## src/rtl/mux_scan_sequencer.sv

```systemverilog
// Scan sequencer for a 16:1 mux: steps the select through every input, waits a
// settle interval after each change, samples the mux output and publishes the
// reassembled word once a full sweep has been captured.
module mux_scan_sequencer #(
    parameter int unsigned N_INPUTS = 16,
    parameter int unsigned SEL_W    = 4,
    parameter int unsigned SETTLE   = 1
) (
    input  logic                clk,
    input  logic                rst,
    input  logic                start,
    input  logic                cont,
    input  logic                abort,
    input  logic                mux_in,
    output logic [SEL_W-1:0]    sel_out,
    output logic                busy,
    output logic [N_INPUTS-1:0] word_out,
    output logic                word_valid
);

    localparam int unsigned CNT_W = (SETTLE > 1) ? $clog2(SETTLE) : 1;
    localparam logic [SEL_W-1:0] SEL_LAST = SEL_W'(N_INPUTS - 1);
    localparam logic [CNT_W-1:0] CNT_LAST = CNT_W'(SETTLE - 1);

    typedef enum logic [1:0] {StIdle, StWait, StSample} state_e;

    state_e              state_q, state_d;
    logic [SEL_W-1:0]    sel_q, sel_d;
    logic [CNT_W-1:0]    cnt_q, cnt_d;
    logic [N_INPUTS-1:0] shadow_q, shadow_d;
    logic [N_INPUTS-1:0] word_q, word_d;
    logic                valid_q, valid_d;
    logic                busy_q, busy_d;
    logic                cont_q, cont_d;

    // State and datapath registers with synchronous reset.
    always_ff @(posedge clk) begin
        if (rst) begin
            state_q  <= StIdle;
            sel_q    <= '0;
            cnt_q    <= '0;
            shadow_q <= '0;
            word_q   <= '0;
            valid_q  <= 1'b0;
            busy_q   <= 1'b0;
            cont_q   <= 1'b0;
        end else begin
            state_q  <= state_d;
            sel_q    <= sel_d;
            cnt_q    <= cnt_d;
            shadow_q <= shadow_d;
            word_q   <= word_d;
            valid_q  <= valid_d;
            busy_q   <= busy_d;
            cont_q   <= cont_d;
        end
    end

    // Next-state logic; abort outranks completion of the current bit.
    always_comb begin
        state_d = state_q;
        unique case (state_q)
            StIdle: begin
                if (start) state_d = StWait;
            end
            StWait: begin
                if (abort)                 state_d = StIdle;
                else if (cnt_q == CNT_LAST) state_d = StSample;
            end
            StSample: begin
                if (abort)                               state_d = StIdle;
                else if ((sel_q == SEL_LAST) && !cont_q) state_d = StIdle;
                else                                     state_d = StWait;
            end
            default: state_d = StIdle;
        endcase
    end

    // Next values for select, settle counter, shadow word and published word.
    always_comb begin
        sel_d    = sel_q;
        cnt_d    = cnt_q;
        shadow_d = shadow_q;
        word_d   = word_q;
        valid_d  = 1'b0;
        cont_d   = cont_q;
        unique case (state_q)
            StIdle: begin
                sel_d = '0;
                cnt_d = '0;
                if (start) cont_d = cont;
            end
            StWait: begin
                if (abort) begin
                    sel_d    = '0;
                    cnt_d    = '0;
                    shadow_d = '0;
                end else begin
                    cnt_d = (cnt_q == CNT_LAST) ? '0 : cnt_q + 1'b1;
                end
            end
            StSample: begin
                cnt_d = '0;
                if (abort) begin
                    sel_d    = '0;
                    shadow_d = '0;
                end else begin
                    shadow_d[sel_q] = mux_in;
                    if (sel_q == SEL_LAST) begin
                        // Publish straight from the updated shadow so the last bit
                        // lands in the same word without an extra cycle.
                        word_d  = shadow_d;
                        valid_d = 1'b1;
                        sel_d   = '0;
                    end else begin
                        sel_d = sel_q + 1'b1;
                    end
                end
            end
            default: begin
                sel_d = '0;
                cnt_d = '0;
            end
        endcase
        busy_d = (state_d != StIdle);
    end

    // Outputs come straight from registers so the mux select never glitches.
    always_comb begin
        sel_out    = sel_q;
        busy       = busy_q;
        word_out   = word_q;
        word_valid = valid_q;
    end

endmodule

```

## config.mk

```make
export PLATFORM = sky130hd
export DESIGN_NAME = mux_scan_sequencer
export DESIGN_NICKNAME = d
export VERILOG_FILES = /design/src/rtl/mux_scan_sequencer.sv
export SDC_FILE = /design/constraint.sdc
export NUM_CORES = 1
export LEC_CHECK = 0
export ABC_AREA = 1
export BUFFER_PORTS_ARGS = -buffer_cell sky130_fd_sc_hd__buf_2
export CAP_MARGIN = 40
export CORE_AREA = 3 3 65 67
export DETAILED_ROUTE_END_ITERATION = 6
export DIE_AREA = 0 0 68 70
export GPL_TIMING_DRIVEN = 0
export HOLD_SLACK_MARGIN = 0.08
export PLACE_DENSITY = 0.81
export SETUP_SLACK_MARGIN = 0.2
export SLEW_MARGIN = 20
export SYNTH_ARGS = -nofsm -noshare
export SYNTH_HDL_FRONTEND = slang
export SYNTH_SLANG_ARGS = --single-unit
export TNS_END_PERCENT = 5
```

## constraint.sdc

```tcl
create_clock -name clk -period 2.25 [get_ports clk]
set_clock_uncertainty 0.1 [all_clocks]
set_input_delay 0.1125 -clock clk [delete_from_list [all_inputs] [get_ports clk]]
set_output_delay 0.1125 -clock clk [all_outputs]
set_load 0.05 [all_outputs]
```

Word level (Yosys, flattened, before mapping):

Cells that the tools add are included.

* flip-flop bits (word level): 42
* input bits: 6

* bitwise operators: 4
* order comparisons: 2
* multiplexer cells: 17
* add/sub/neg operators: 2
* equal/unequal tests: 4
* reductions and logical operators: 11

Operators with widths (count)
* 16-bit 2-to-1 mux: 2
* 16-bit one-hot mux with 2 select lines: 1
* 16-bit bitwise mux: 1
* 4-bit 2-to-1 mux: 3
* 4-bit one-hot mux with 2 select lines: 1
* 2-bit 2-to-1 mux: 3
* 2-bit one-hot mux with 3 select lines: 1
* 4-bit by 5-bit < comparator with 1-bit output, second input constant: 1
* 4-bit by 1-bit adder with 4-bit output, second input constant: 1
* 1-bit demux with 4-bit select: 1
* 4-bit equality test, second input constant: 1
* 4-bit by 1-bit >= comparator with 1-bit output, second input constant: 1
* 1-bit 2-to-1 mux: 4
* 1-bit NOT: 4
* 2-bit AND reduction: 2
* 2-bit nonzero test: 2
* 4-bit OR reduction: 1
* 3-bit AND reduction: 1
* 3-bit OR reduction: 1
* 2-bit by 1-bit equality test with 1-bit output, second input constant: 1
* 2-bit equality test, second input constant: 1
* 1-bit logical AND: 2
* 2-bit zero test: 1
* 2-bit inequality test, second input constant: 1
* other kinds (2): 2

Longest topological paths before layout:

Gate-level depths: netlist of the first run.

* word-level depth: 7
* mapped depth: 8
* depth with buffers taken out: 7

Worst setup path after synthesis of the first run:

OpenSTA, ideal clock, no wires.

* path type: reg2reg
* start point: reg sel_q[1], in the netlist sel_out[1]
* end point: reg word_q[12], in the netlist word_out[12]
* stages on the path, launching flop included: 9
* library setup time: 0.116 ns
* setup slack: 0.373 ns
* buffers on the path: 2
* data arrival time: 1.661 ns
* clock period less this slack: 1.877 ns
* cells stage by stage: dfxtp_1 ha_1 buf_4 nand3_2 inv_1 nand2_2 buf_6 a21oi_1 nor2_1

* cells in the longest elaborated chain, start to end: 5

Ends and longest elaborated chain
* from (decl): line 28 `logic [SEL_W-1:0] sel_q, sel_d;`
* from (signal assigned): line 49 `sel_q <= sel_d;`
* 4-bit by 5-bit < comparator with 1-bit output (not written as such) or 4-bit by 1-bit >= comparator with 1-bit output (tied branches): line 108 `shadow_d[sel_q] = mux_in;`
* 1-bit logical AND (not written as such): line 108
* 1-bit 2-to-1 mux (not written as such): line 108
* 1-bit demux with 4-bit select: line 108
* 16-bit bitwise mux: line 108
* to (signal assigned): line 52 `word_q <= word_d;`
* to (decl): line 31 `logic [N_INPUTS-1:0] word_q, word_d;`

Parallel ways exist; a longest one is shown, timed or not.
A chain may end at the register's enable or synchronous reset.

Final worst setup path of the first run:

* start point: reg sel_q[1], in the netlist sel_out[1]
* end point: reg word_q[5], in the netlist word_out[5]

The elaborated chain is that of the path after synthesis.

==> flow_summary.yaml, run 1 <==
status:
  status: "finished clean"
power:
  ir_worst_vdd_v: 0.0005371
  p_clk_share_pct: 41.9
  p_comb_share_pct: 4.6
  p_sw_share_pct: 21.76
  seqPwrFrac_pct: 53.5
  power.density_mw_per_mm2: 607.6
  intPower_mw: 1.072
  p_leak_nw: 1.020
  switchingPower_uw: 298.1
final_layout:
  finalInstanceArea_mm2: 0.002255
  final_common_cell: "nand3_1"
  final_util_pct: 61.13
  mostFrequentLayoutCells: "nand3_1, dfxtp_1, a21oi_1"
  num_antenna_cells: 0
  nets: 315
  stdcell_count: 353
  drive_gt1_share_pct: 17.05
  synthToLayoutAreaGrowth_pct: 17.09
detailed_routing:
  dr.pass1.iters: 5
  drt_iter0_drc: 157
  via_per_inst: 5.450
  via_count: 1924
  wirelength_um: 4744
  drc: 0
  antenna_left: 0
  wl_per_cell_um: 13.44
synthesis:
  seq_area_frac_synth_pct: 42.63
  synth_area_leader_cell: "dfxtp_1"
  synth_area_per_cell_um2: 7.185
  synth_top_area_share_pct: 42.63
  synthDistinctLibCells: 21
  syn-num-nets: 278
  yosys_register_bits: 41
  synth_cells: 268
  synth.area.top_cells: "dfxtp_1, nand3_1, a21oi_1, nand2_1, inv_1"
  syn_area_mm2: 0.001926
  ys_warn_count: 0
timing:
  fmax_ghz: 0.5714
  period_minus_slack_ps: 1750
  setup_tns_ps: 0
  slew_violations: 0
  finalCritPeriodShare_pct: 77.78
  setup_viol: 0
  finalHoldViolations: 0
  grt_setup_unrepaired: "no"
floorplanning:
  dieArea_mm2: 0.004760
  pin_count: 28
  rows: 22
  start_util_pct: 52.20
  die_w_um: 68
  die_y_um: 70
  core-area_mm2: 0.003689
clock_network:
  numCtsBuffers: 5
  clock_latency_ps: 290
  cts_tree: "yes"
  ctsResizeCount: 0
  cts.path.max_buffers: 2
  cts_hold_buf: 3
  root_buffer: "clkbuf_8"
  htreeDepth: 2
  post_cts.repair.setup_buffers: 0
  cts.sinks: 41
  clk_pin_slew_ps: 80
setup_path:
  r2r-start: "sel_out[1]"
  r2r_end: "word_out[5]"
  reg2regPathDepth: 8
  arrival_ps: 1830
  r2r_setup_slack_ps: 500
  path_max_fanout: 10
  end_kind: "flip-flop"
  required_ps: 2330
  start_kind: "flip-flop"
  critical_path_class: "flip-flop to flip-flop"
placed_design:
  port_buffers: 27
  placedInstanceArea_mm2: 0.002121
  dp_hpwl_um: 3202
  place.gp.congestion: 0.9092
  dpl.cell_count: 343
global_route:
  antenna_found_initial: 0
  grt_pass1_wl_um: 7831
  grt_use_total_pct: 20.82
  grt_pass1_vias: 1706
  grt_max_degree: 13
  grt.overflow.total: 0
worst_hold_path:
  min_path_type: "input port to flip-flop"
  min_from: "abort"
  hold_depth: 4
  min_to: "sel_out[0]"
flow_run:
  maxCapViolations: 0
## per-layer routing
metal  track usage [%]  routed length [um]  vias to the layer above
met3             4.984                 369                       10
met2             29.98                2194                       96
met4             5.960                  68                        0
li1                  -                   -                      958
met5                 0                   0                        -
met1             30.53                2112                      860
## worst max-delay path by stage
| stage | startpoint | to | slack [ps] | cells after the start |
|---|---|---|---|---|
| finish | sel_out[1] | word_out[5] | 500 | 8 |
| global route | sel_out[0] | word_out[5] | 350 | 8 |
| CTS | sel_out[0] | word_out[5] | 480 | 8 |
| detailed placement | sel_out[1] | word_out[5] | 520 | 8 |
| global placement | sel_out[1] | word_out[5] | 540 | 8 |
| floorplan | sel_out[1] | word_out[12] | 370 | 8 |
## cell families after synthesis
family / synth area share [%]
fa+ha+maj: 2.599
simple gates: 29.56
compound gates: 14.04
buf+inv: 10.53
other cells: 0.1947
flops: 42.63
xor+xnor: 0.4549
## state kept, by name (all words and copies together) (netlist names)
signal and count:
word_valid 1, state_q 2, sel_out 4, shadow_q 15, cont_q 1, word_out 16
cnt_q 1, busy 1
## worst max-delay path, stage by stage (launching register included)
cell and delay, ps:
dfxtp_1 400, ha_1 170, buf_4 160, nand3_2 120, inv_1 100, nand2_2 130
buf_6 180, a21oi_1 180, nor2_1 80
## synthesized netlist by cell type, drive strengths merged
cell	number
o21ai	19
dfxtp	41
clkbuf	7
nor2	25
conb	1
buf	11
ha	4
xor2	1
a21oi	35
nand3	60
nor3	1
nand2	32
nand4	4
inv	27
## power by group through the flow
stage / sequential (mW) / clock, mW / combinational [mW]
3_5_place_dp: 0.750 / 0 / 0.0573
6_report: 0.733 / 0.574 / 0.0633
5_1_grt: 0.734 / 0.602 / 0.0682
3_3_place_gp: 0.750 / 0 / 0.0560
2_1_floorplan: 0.756 / 0 / 0.0322
4_1_cts: 0.733 / 0.574 / 0.0618
## stage by stage
stage	hold slack (ps)	power, mW	setup WS, ps
final	93.63	1.370	500.1
after floorplan	115.6	0.7882	372.8
after CTS	91.61	1.369	484.3
after global routing	120.0	1.404	352.6
after detailed placement	228.0	0.8075	520.6
after global placement	222.9	0.8061	544.7
## layout make-up
type | instances | area (um^2)
clock buffer | 5 | 68.82
timing repair buffer | 30 | 165.2
sequential | 41 | 820.8
multi-input combinational | 182 | 902.1
tap | 48 | 60.06
buffer | 18 | 101.3
inverter | 27 | 101.3
fill | 336 | 1434
clock inverter | 2 | 35.03
(Power assumes the default switching activity.)
==> inputs of run 2 (changes only) <==
CORE_AREA = 3 3 67 69   (was 3 3 65 67)
DIE_AREA = 0 0 70 72   (was 0 0 68 70)
PLACE_DENSITY = 0.8   (was 0.81)
clock period = 1.48 ns   (was 2.25 ns; I/O delays follow)
==> flow_summary.yaml, run 2 (synthesis gave the netlist of run 1 again) <==
placed_design:
  dpl.cell_count: 345
  dp_slack_ps: 0.6307
  dp_hpwl_um: 3228
  place.gp.congestion: 0.8396
  port_buffers: 27
worst_hold_path:
  hold_depth: 4
  min_path_type: "input port to flip-flop"
floorplanning:
  die_y_um: 72
  dieArea_mm2: 0.005040
  rows: 23
  pin_count: 28
  die_w_um: 70
  core-area_mm2: 0.003971
  start_util_pct: 48.49
detailed_routing:
  drc: 0
  wl_per_cell_um: 13.57
  dr.pass1.iters: 4
  via_per_inst: 5.357
  wirelength_um: 4939
  drt_iter0_drc: 178
  antenna_left: 0
  via_count: 1950
power:
  total_power_mw: 1.957
  power.density_mw_per_mm2: 776.0
  p_leak_nw: 1.074
  ir_worst_vdd_v: 0.0004574
timing:
  period_minus_slack_ps: 1444
  slew_headroom_pct: 64.17
  fmax_ghz: 0.6926
  setup_viol: 0
  final.setup.worst_slack_ps: 36.14
  finalCritPeriodShare_pct: 97.56
  worstMarginPinSlew_ps: 537.4
  grt_setup_unrepaired: "yes"
  finalHoldViolations: 0
  slew_violations: 0
status:
  status: "finished clean"
setup_path:
  path_max_fanout: 8
  end_kind: "flip-flop"
  arrival_ps: 1530
  critical_path_class: "flip-flop to flip-flop"
  start_kind: "flip-flop"
  reg2regPathDepth: 7
  required_ps: 1570
clock_network:
  clock_latency_ps: 290
  cts.sinks: 41
  cts_tree: "yes"
  numCtsBuffers: 5
  cts.path.max_buffers: 2
  clk_pin_slew_ps: 70
  htreeDepth: 2
  root_buffer: "clkbuf_8"
final_layout:
  synthToLayoutAreaGrowth_pct: 30.99
  final_common_cell: "nand3_1"
  n_fill_cell: 335
  nets: 323
  num_antenna_cells: 0
  largest_reg_flops: 16
  drive_gt1_share_pct: 28.03
  stdcell_count: 364
  mostFrequentLayoutCells: "nand3_1, dfxtp_1, buf_2"
global_route:
  grt_pass1_vias: 1714
  grt.overflow.total: 0
  grt_use_total_pct: 19.81
  grt_max_degree: 13
  grt_pass1_wl_um: 7935
  antenna_found_initial: 0
flow_run:
  maxCapViolations: 0
## run 2: cell types whose count changed in the layout (fill, tap and decap cells not counted), moves of 4 or more
| cell | before | now |
|---|---|---|
| a21oi_2 | 0 | 12 |
| dfxtp_1 | 41 | 36 |
| inv_1 | 27 | 23 |
| a21oi_1 | 35 | 22 |
## run 2: report_power, final
part | switching, mW | total (mW) | internal (mW)
clock network | 0.364 | 0.744 | 0.380
registers | 0.00463 | 1.11 | 1.11
logic | 0.0713 | 0.103 | 0.0314
total | 0.440 | 1.96 | 1.52
## run 2: worst paths after layout
check / slack [ps] / startpoint / to
setup / recovery: 40 / state_q[0] / word_out[12]
hold / removal: 90 / abort / sel_out[0]
setup reg to reg: 40 / state_q[0] / word_out[12]
hold reg to reg: 330 / cnt_q / state_q[1]
## run 2: cell type report
type | instances | area [um^2] | share of cell area, %
well taps | 50 | 62.56 | 2.480
inverters | 27 | 110.1 | 4.365
flip-flops and latches | 41 | 834.6 | 33.09
plain buffers | 18 | 151.4 | 6.002
repair buffers | 37 | 250.2 | 9.921
clock buffers | 8 | 90.09 | 3.571
multi-input cells | 183 | 1023 | 40.58
## run 2: worst max-delay path: stages, from the launching register on
cell and delay, ps:
dfxtp_1 330, inv_2 90, nand2_4 110, nor2_4 260, nand2_8 110, buf_12 150
a21oi_2 120, nor2_1 60
## run 2: stage by stage
step,cell area [um^2],utilization [%],TNS (ps),hold WS (ps)
2_1_floorplan,2006,-,0,77.13
5_1_grt,2522,63.52,-77.57,112.1
6_report,2522,63.52,0,94.39
4_1_cts,2397,60.37,0,59.32
3_5_place_dp,2203,55.48,0,191.7
3_3_place_gp,2203,55.48,0,182.4
## run 2: per-layer routing
layer | vias up | global-route usage, % | share of wire, % | wire [um]
met4 | 0 | 12.34 | 2.5 | 125
met2 | 78 | 30.64 | 46 | 2266
met3 | 17 | 4.571 | 8.4 | 413
met1 | 873 | 25.11 | 43 | 2134
met5 | - | 0 | 0 | 0
li1 | 982 | - | - | -
## run 2: repair_timing
action	in CTS	in global routing
setup buffers	3	2
endpoints found under the setup margin	35	37
endpoints found under the hold margin	8	0
pin swaps	2	3
resized for setup	12	20
gates cloned	0	2
hold buffers	4	0
==> inputs of run 3 (changes only) <==
ABC_AREA = unset   (was 1)
PLACE_DENSITY = 0.81   (was 0.8)
==> flow_summary.yaml, run 3 <==
synthesis:
  synth-compound-area-share_pct: 22.74
  yosys.cell_count.top_type: "dfxtp_1"
  synth_cells: 213
  syn-num-nets: 223
  syn_area_mm2: 0.001942
  synth_top_area_share_pct: 42.27
  synth_edf_count: 0
  synth.area.mux_share_pct: 0.5155
  ys_warn_count: 0
  seq_area_frac_synth_pct: 42.27
  synth_xor_area_share_pct: 0
  synthArstFlopShare_pct: 0
  synth_top_family_by_area: "simple AND/OR/NAND/NOR gates"
  yosys_register_bits: 41
  synth-simple-area-share_pct: 25.71
  synth.area.top_cells: "dfxtp_1, o21ai_0, nand3_1, a32o_1, a21oi_1"
  synth_commonest_cells: "dfxtp_1, o21ai_0, nand3_1"
  synthDistinctLibCells: 39
  ys.flop_type: "dfxtp_1"
  synth_area_per_cell_um2: 9.117
  synth_adder_area_share_pct: 2.577
  synth_area_leader_cell: "dfxtp_1"
power:
  p_leak_nw: 0.9422
  p_sw_share_pct: 24.29
  p_clk_share_pct: 41.5
  ir_worst_vdd_v: 0.0005945
  total_power_mw: 2.087
  switchingPower_uw: 507.0
  power.density_mw_per_mm2: 823.0
  p_comb_share_pct: 5.4
  seqPwrFrac_pct: 53.2
  intPower_mw: 1.580
detailed_routing:
  met1_length_um: 2305
  wirelength_um: 5126
  via_count: 1849
  antenna_left: 0
  wl_per_cell_um: 16.81
  wl_met2_um: 2439
  via_per_inst: 6.062
  drt_iter0_drc: 139
  drc: 0
  maxUsedRoutingLayer: "met4"
  wl_met3_um: 314
  dr.pass1.iters: 4
floorplanning:
  start_util_pct: 48.90
  pin_count: 28
  die_w_um: 70
  rows: 23
  die_y_um: 72
  dieArea_mm2: 0.005040
  core-area_mm2: 0.003971
setup_path:
  reg2regPathDepth: 6
  start_kind: "flip-flop"
  arrival_ps: 1580
  r2r-start: "sel_out[0]"
  path_max_fanout: 8
  r2r_end: "word_out[2]"
  crit_start: "sel_out[0]"
  end_kind: "flip-flop"
  r2r_setup_slack_ps: 30
  crit_end: "word_out[2]"
  critical_path_class: "flip-flop to flip-flop"
  required_ps: 1610
final_layout:
  largest_reg_flops: 16
  ff_latch_area_um2: 843.3
  final_common_cell: "dfxtp_1"
  drive_gt1_share_pct: 36.86
  n_fill_cell: 334
  synthToLayoutAreaGrowth_pct: 30.61
  stdcell_count: 305
  nets: 264
  multi_input_comb_area_mm2: 0.001171
  num_antenna_cells: 0
  mostFrequentLayoutCells: "dfxtp_1, buf_2, nand3_1"
global_route:
  grt.overflow.total: 0
  grt_pass1_vias: 1681
  grt_pass1_wl_um: 8128
  grt_max_degree: 15
  grt_use_total_pct: 20.16
  antenna_found_initial: 0
placed_design:
  dpl.cell_count: 290
  place.gp.congestion: 0.8991
  dp_slack_ps: -188.7
  port_buffers: 27
  dp_hpwl_um: 3378
clock_network:
  htreeDepth: 2
  numCtsBuffers: 5
  root_buffer: "clkbuf_8"
  cts_tree: "yes"
  cts.path.max_buffers: 2
  clk_pin_slew_ps: 90
  cts.sinks: 41
  clock_latency_ps: 310
timing:
  grt_setup_unrepaired: "yes"
  slew_violations: 0
  worstMarginPinSlew_ps: 526.1
  period_minus_slack_ps: 1447
  setup_tns_ps: 0
  fmax_ghz: 0.6912
  final.setup.worst_slack_ps: 33.31
  finalCritPeriodShare_pct: 97.75
  hold_ws_ps: 106.6
  slew_headroom_pct: 64.92
  finalHoldViolations: 0
  setup_viol: 0
status:
  status: "finished clean"
flow_run:
  maxCapViolations: 0
worst_hold_path:
  min_path_type: "input port to flip-flop"
run 3: cell types whose count changed after synthesis, moves of 4 or more:
cell / before / now
a21oi_1: 35 / 17
a31oi_1: 0 / 5
a32o_1: 0 / 12
and3b_1: 0 / 8
inv_1: 27 / 2
nand2_1: 30 / 6
nand3_1: 59 / 25
nor2_1: 23 / 5
nor2b_1: 0 / 4
nor3b_1: 0 / 6
o21ai_0: 18 / 26
run 3: routing by layer:
| layer | track usage [%] | up-vias |
|---|---|---|
| li1 | - | 896 |
| met1 | 25.82 | 889 |
| met5 | 0 | - |
| met4 | 6.596 | 0 |
| met2 | 33.58 | 56 |
| met3 | 4.986 | 8 |
run 3: cell families (layout without fill, tap and decap cells):
logic type	Yosys count	count (layout)
AND/OR/NAND/NOR	78	78
other	1	1
adder cells (fa/ha/maj)	4	4
buffers and inverters	21	63
flip-flops	41	41
multiplexers	1	1
AO/OA/AOI/OAI	67	67
run 3: timing repair:
action                                 4_1_cts  5_1_grt
gates resized for setup                     18       46
endpoints found under the hold margin        1        0
hold buffers                                 1        0
pin swaps                                    1       30
cloned                                       1        0
setup endpoints to repair                   38       40
buffers inserted                             5        0
run 3: area by class of cell:
cell class	count	share of cell area (%)
Tap cell	50	2.467
Timing Repair Buffer	34	7.745
Multi-Input combinational cell	151	46.18
Inverter	2	0.2960
Clock buffer	6	3.700
Clock inverter	2	0.6413
Buffer	19	5.723
Sequential cell	41	33.25
run 3: critical path, stage by stage, from the launching register on:
cell and delay, ps:
dfxtp_4 380, ha_4 180, and4bb_2 250, buf_8 140
buf_6 120, nand3_1 80, a21oi_1 120
run 3: metrics by stage:
step                      instance area (um^2)  util [%]
after floorplan                           1977         -
after global placement                    2175     54.76
after detailed placement                  2175     54.76
after CTS                                 2411     60.71
after global routing                      2536     63.86
final                                     2536     63.86
run 3: worst min-delay path by stage:
stage,depth (start not counted),endpoint,slack (ps),startpoint
2_1_floorplan,2,cont_q,120,cont
3_3_place_gp,3,cont_q,210,cont
3_5_place_dp,3,cont_q,240,cont
4_1_cts,3,state_q[0],110,start
5_1_grt,3,state_q[0],120,start
6_report,3,state_q[0],110,start
run 3: power groups by stage:
stage | Sequential, mW | Clock [mW] | Combinational (mW)
2_1_floorplan | 1.15 | 0 | 0.0588
3_3_place_gp | 1.14 | 0 | 0.0959
3_5_place_dp | 1.14 | 0 | 0.0983
4_1_cts | 1.12 | 0.876 | 0.104
5_1_grt | 1.11 | 0.915 | 0.120
6_report | 1.11 | 0.865 | 0.112
